### src/rtl/oldland_dbg_reg_xfer.sv
// oldland_dbg_reg_xfer: sequences single debug register reads/writes onto the register file debug port.
// Define OLDLAND_DBG_REG_READBACK_EN to read back and verify every write.
module oldland_dbg_reg_xfer #(
  parameter int ERR_CNT_WIDTH = 8
) (
  input  logic                     clk,
  input  logic                     rst_n,
  input  logic                     req_valid,
  output logic                     req_ready,
  input  logic                     req_wr,
  input  logic [3:0]               req_sel,
  input  logic [31:0]              req_wdata,
  output logic                     rsp_valid,
  input  logic                     rsp_ready,
  output logic [31:0]              rsp_rdata,
  output logic                     rsp_err,
  input  logic                     cpu_halted,
  output logic                     dbg_en,
  output logic [3:0]               dbg_reg_sel,
  output logic [31:0]              dbg_reg_wr_val,
  output logic                     dbg_reg_wr_en,
  input  logic [31:0]              dbg_reg_val,
  output logic [ERR_CNT_WIDTH-1:0] err_count
);
`ifdef OLDLAND_DBG_REG_READBACK_EN
  typedef enum logic [2:0] {IDLE, ACCESS, CAPTURE, VERIFY, RESP} state_t;
`else
  typedef enum logic [2:0] {IDLE, ACCESS, CAPTURE, RESP} state_t;
`endif
  state_t state, state_nxt;
  logic wr;
  logic accept;
  assign accept = state == IDLE && req_valid;
  assign req_ready = state == IDLE;
  assign rsp_valid = state == RESP;
  assign dbg_en = state != IDLE && state != RESP;
  assign dbg_reg_wr_en = state == ACCESS && wr;
  always_comb begin
    state_nxt = state;
    case (state)
      IDLE:    if (req_valid) state_nxt = cpu_halted ? ACCESS : RESP;
`ifdef OLDLAND_DBG_REG_READBACK_EN
      ACCESS:  state_nxt = cpu_halted ? CAPTURE : RESP;
      CAPTURE: state_nxt = cpu_halted && wr ? VERIFY : RESP;
      VERIFY:  state_nxt = RESP;
`else
      ACCESS:  state_nxt = cpu_halted && !wr ? CAPTURE : RESP;
      CAPTURE: state_nxt = RESP;
`endif
      RESP:    if (rsp_ready) state_nxt = IDLE;
      default: state_nxt = IDLE;
    endcase
  end
  always_ff @(posedge clk or negedge rst_n) begin
    if (!rst_n) begin
      state <= IDLE;
      wr <= 1'b0;
      dbg_reg_sel <= '0;
      dbg_reg_wr_val <= '0;
      rsp_rdata <= '0;
      rsp_err <= 1'b0;
      err_count <= '0;
    end else begin
      state <= state_nxt;
      if (accept) begin
        wr <= req_wr;
        dbg_reg_sel <= req_sel;
        dbg_reg_wr_val <= req_wdata;
        rsp_rdata <= '0;
        rsp_err <= !cpu_halted;
      end else if (dbg_en && !cpu_halted) begin
        rsp_rdata <= '0;
        rsp_err <= 1'b1;
      end else if (state == CAPTURE) begin
        rsp_rdata <= dbg_reg_val;
`ifdef OLDLAND_DBG_REG_READBACK_EN
      end else if (state == VERIFY) begin
        rsp_rdata <= dbg_reg_val;
        rsp_err <= dbg_reg_val != dbg_reg_wr_val;
`endif
      end
      if (rsp_valid && rsp_ready && rsp_err && !(&err_count)) err_count <= err_count + 1'b1;
    end
  end
endmodule

### config.mk
export PLATFORM = sky130hd
export DESIGN_NAME = oldland_dbg_reg_xfer
export DESIGN_NICKNAME = d
export VERILOG_FILES = /design/src/rtl/oldland_dbg_reg_xfer.sv
export SDC_FILE = /design/constraint.sdc
export NUM_CORES = 1
export LEC_CHECK = 0
export CORE_ASPECT_RATIO = 1.2
export CORE_MARGIN = 3
export CORE_UTILIZATION = 37
export CTS_BUF_LIST = sky130_fd_sc_hd__clkbuf_16
export CTS_CLUSTER_DIAMETER = 120
export CTS_CLUSTER_SIZE = 28
export DETAILED_ROUTE_END_ITERATION = 12
export PLACE_DENSITY = 0.85
export SKIP_CTS_REPAIR_TIMING = 1
export SLEW_MARGIN = 20
export SYNTH_ARGS = -nofsm -noshare
export SYNTH_HDL_FRONTEND = slang
export SYNTH_SLANG_ARGS = --single-unit
### constraint.sdc
create_clock -name clk -period 1.5 [get_ports clk]
set_input_delay 0.225 -clock clk [delete_from_list [all_inputs] [get_ports clk]]
set_output_delay 0.225 -clock clk [all_outputs]
set_load 0.05 [all_outputs]
; Word-level counts from Yosys, hierarchy flattened
; Cells that the tools add are included.
[word_totals]
ff_bits = 81
input_bits = 74
wordCells = 41
[classes]
add_sub_neg = 1
n_eq_ne = 6
muxes = 10
reduce_logical = 17
[op_table]
columns = cell, count
row1 = 2-to-1 mux 32 bit, 3
row2 = one-hot mux 3 bit (4 select lines), 1
row3 = "adder 8 x 1 -> 8 bit, second input constant", 1
row4 = logical AND 1 bit, 8
row5 = AND reduction 8 bit, 1
row6 = "== test 3 x 2 -> 1 bit, second input constant", 2
row7 = 2-to-1 mux 3 bit, 2
row8 = nonzero test 3 bit, 2
row9 = "== test 3 x 1 -> 1 bit, second input constant", 1
row10 = zero test 1 bit, 3
row11 = zero test 3 bit, 1
row12 = 2-to-1 mux 1 bit, 3
row13 = "!= test 3 x 2 -> 1 bit, second input constant", 1
row14 = 2-to-1 mux 2 bit, 1
row15 = "!= test 2 x 1 -> 1 bit, second input constant", 1
row16 = "!= test 2 bit, second input constant", 1
row17 = AND reduction 2 bit, 1
row18 = nonzero test 2 bit, 1

; Depth between registers and ports, before layout
[logic_depth]
depth_word = 5
depth_mapped = 7
mapped_depth_nobuf = 5

; Least setup slack after synthesis
; No wires, ideal clock.
[synth_path]
path_type = register -> register
startpoint = register state[0]
endpoint = register dbg_reg_wr_val[10]
arrival_ps = 1768
path_slack_ps = -393
stages_incl_launch_ff = 7
path_buffers = 2
cell_sequence = dfrtp_1 -> inv_1 -> ha_1 -> nand2_1 -> buf_6 -> buf_6 -> mux2_4
[synth_via]
elab_chain_cells = 2
[synth_lines]
columns = element, line_no
row1 = start: declaration, 30  ; state_t state, state_nxt;
row2 = start signal: assignment, 64  ; state <= state_nxt;
row3 = zero test 3 bit, -
row4 = named net req_ready, 9  ; output logic req_ready,
row5 = logical AND 1 bit, 33  ; assign accept = state == IDLE && req_valid;
row6 = end signal: assignment, 68  ; dbg_reg_wr_val <= req_wdata;
row7 = end: declaration, 20  ; output logic [31:0] dbg_reg_wr_val,
; The timed path passes the listed nets, and every way through them passes these cells.
; A chain may end at the register's enable or synchronous reset.

; Worst setup path after layout
[layout_path]
startpoint = register state[1]
endpoint = output port dbg_reg_wr_en
[layout_via]
elab_chain_cells = 2
[layout_lines]
columns = element, line_no
row1 = == test 3 x 1 -> 1 bit, 37  ; assign dbg_reg_wr_en = state == ACCESS && wr;
row2 = logical AND 1 bit, 37
row3 = end: declaration, 21  ; output logic dbg_reg_wr_en,
; No other way between the ends.

==> results.md <==
| Metric | Value |
|---|---|
| Count of port buffers added during placement | 154 |
| Cells along the critical path | inv_2 -> ha_1 -> and2_4 -> buf_12 |
| CORE AREA | 8750 um2 |
| Highest clock rate | 0.6441 GHz |
| Cells after synthesis | 244 |
| Detail Placement HPWL | 5996 um |
| Number of DRC markers in iteration 0 | 61 |
| Routed WL | 8870 um |
| Final Slew Violations | 0 |
| Crit path arrival time | 1.33 ns |
| Master of the slowest instance on the critical path | sky130_fd_sc_hd__dfrtp_2 |
| Proportion of power drawn by the clock network | 16.1% |
| Run status | finished with violations |
| Register-to-Register Path Depth | 6 |
| Post-CTS clock slew at the launch and capture registers of the worst setup and hold paths | 0.06 ns |
| Post-detailed-route count of antenna-violating nets | 0 |
| Violated checks | negative setup slack |
| Via count | 2527 |
| Worst-case headroom to the max-slew limit | 72.01% |
| Area taken by multi-input logic gates | 1529 um2 |
| Effective utilization at floorplan | 38.78% |
| Layout cell share with drive strength beyond 1 | 47.41% |
| Pwr/cell area | 2553 nW/um2 |
| Max-capacitance violation count | 0 |
| Largest stage delay on the critical path | 0.45 ns |
| Post-DR vias/cell | 4.671 |
| Top cell family by delay on the critical path | flip-flops |
| Placement Setup Slack | -0.07666 ns |
| Synth top area share | 59.00% |
| Startpoint kind of the worst setup timing path | flop |
| Layout net count | 499 |
| FF+latch area | 2016 um2 |
| List of most frequent post-synthesis cells | sky130_fd_sc_hd__dfrtp_1 (80), sky130_fd_sc_hd__mux2i_1 (33), sky130_fd_sc_hd__nor2_1 (32) |
| Number of nets in the synthesized netlist | 324 |
| Final RePlAce weighted congestion | 0.7583 |
| All-Layer GR Usage | 15.60% |
| DRC violations left | 0 |
| Slew at the pin closest to its max-slew limit | 0.4198 ns |
| Maximum fanout along the worst path | 5 |
| Global route total overflow | 0 |
| Internal Dissipation | 0.008468 W |
| Clock buffers created by TritonCTS | 9 |
| Switching part of the total | 43.68% |
| EDFF count, synth | 0 |
| FF-to-FF Start | state[0] |
| Final hold violation count | 0 |
| Synth cell types | 30 |
| Prevailing post-synth register cell | sky130_fd_sc_hd__dfrtp_1 |
| Worst setup path category | flop to output port |
| Bufs and invs on worst path | 2 |
| Buffer type at the clock tree root | sky130_fd_sc_hd__clkbuf_16 |
| Worst clock skew on the final layout | 0.006083 ns |
| Total power consumption of the routed design | 0.01504 W |
| Pin count of the biggest net entering global routing | 81 |
| Critical Path End Type | output port |
| Source-to-sink clock delay at the later pin of the worst-skew pair | 0.32 ns |
| Net switching component of the power | 0.006568 W |
| Number of failing setup endpoints in the final timing report | 26 |
| #FFs+latches synth | 80 |
| Routed len/inst | 16.40 um |
| Final cycle utilization of the critical path | 103.5% |
| Maximum buffer depth of the clock tree | 2 |
| Combinational cell fraction of total power | 59.4% |
| Slack of the critical path | -0.05254 ns |
| Syn. warnings | 0 |
| Count of inserted antenna diode cells | 0 |
| Global-route wire length before repair | 12810 um |
| Required arrival time at the worst endpoint | 1.27 ns |
| Die area | 10360 um2 |
| Final TNS setup | -0.7619 ns |
| Number of optimization iterations in the first detailed-route pass | 3 |
| CTS tree | done |
| Number of antenna violations at the first check in global routing | 0 |
| Dominant cell type by area after synthesis | sky130_fd_sc_hd__dfrtp_1 |
| Number of fill cells in the layout | 631 |
| Proportion of synthesized chip area in sequential cells | 59.00% |
| Die Height | 110.9 um |
| Post-synth design cell area | 3393 um2 |
| RSZ-0062 raised after global routing | yes |
| Post-synthesis async set-or-reset flop share | 100.0% |
| CTS HTree Levels | 3 |
| Maximum VDD drop | 0.001625 V |
| # placed instances | 515 |
| Clock net sink count | 80 |
| Levels on crit path | 4 |
| Dominant cells by area after synthesis | sky130_fd_sc_hd__dfrtp_1 (59%), sky130_fd_sc_hd__mux2i_1 (9.7%), sky130_fd_sc_hd__mux2_4 (8.8%), sky130_fd_sc_hd__mux2_2 (6.3%), sky130_fd_sc_hd__nor2_1 (3.5%) |
| Finished Layout Cells | 541 |
| Critical Path Start | state[1] |
| Synthesized area per cell | 13.91 um2 |
| Shortest clock period the worst path allows after layout | 1.553 ns |
| Total leakage power | 2.687 nW |
| IO Pins | 155 |
| Layout Area Growth over Synthesis | 73.53% |
| Std cell rows | 37 |
| Type of the tightest min-delay check | primary input to asynchronous set/reset pin |
| Die width | 93.42 um |
| Number of global-route vias before repair | 2645 |
| Most common cell in the synthesized netlist | sky130_fd_sc_hd__dfrtp_1 |
| Sequential power share | 24.5% |
## state kept, by name (all words and copies together), names as in the netlist
register        count
state               2
rsp_rdata          32
dbg_reg_wr_val     32
wr                  1
rsp_err             1
dbg_reg_sel         4
err_count           8
## layer usage
layer | routed length (um) | track usage (%)
met3 | 561 | 3.938
met4 | 171 | 6.745
met2 | 4690 | 27.00
met5 | 0 | 0
met1 | 3446 | 17.95
## logic make-up (layout without fill, tap and decap cells)
logic type	count (synthesis)	after routing	synth area share [%]
buffers and inverters	14	194	2.507
AOI/OAI and AO/OA	13	13	2.544
xor gates and xnor gates	4	4	1.033
adders and majority gates	6	6	2.212
muxes	73	73	25.22
DFF	80	80	59.00
and+or+nand+nor	54	54	7.485
## per-stage QoR
step                      utilization [%]  hold WS (ns)  area (um2)
after global routing                67.30        0.4986        5888
after detailed placement            59.37        0.2824        5195
after CTS                           63.23      -0.06660        5533
after global placement              59.37        0.2762        5195
after floorplan                         -      -0.07059        3451
final                               67.30        0.4640        5888
## worst min-delay path, cell delays in order
cell and delay, ns:
sky130_fd_sc_hd__dlygate4sd3_1 0.53, sky130_fd_sc_hd__buf_4 0.12, sky130_fd_sc_hd__buf_12 0.33
## final timing paths
check / endpoint / slack, ns
worst min-delay path: err_count[2] / 0.46
max in group asynchronous: rsp_rdata[17] / 0.69
min in group clk: dbg_reg_sel[0] / 0.51
worst min register to register: dbg_reg_sel[0] / 0.51
worst max register to register: state[0] / -0.04
worst max-delay path: dbg_reg_wr_en / -0.05
## power by group through the flow
stage,Clock [W],Sequential [W],Combinational (W)
finish,0.00242,0.00369,0.00892
global route,0.00256,0.00379,0.00933
CTS,0.00249,0.00368,0.00799
detailed placement,0,0.00368,0.00798
global placement,0,0.00366,0.00781
floorplan,0,0.00632,0.00253
## final cells by class
cell class	instances	area share [%]
Multi-Input combinational cell	150	25.97
Timing Repair Buffer	175	31.34
Clock buffer	9	3.825
Tap cell	117	2.486
Clock inverter	7	1.912
Sequential cell	80	34.23
Inverter	3	0.2337
## layout by cell type, fill, tap and decap left out, drive strengths merged, types with 3 or more instances in the layout
cell type      count
xor2               3
clkdlybuf4s50     72
mux2              40
mux2i             33
ha                 6
buf               97
nand2              5
o21ai              5
clkbuf            14
nand3              4
nor2              32
a211oi             3
inv                5
dfrtp             80
bufinv             3
No activity file was read; power rests on OpenSTA's default activity.
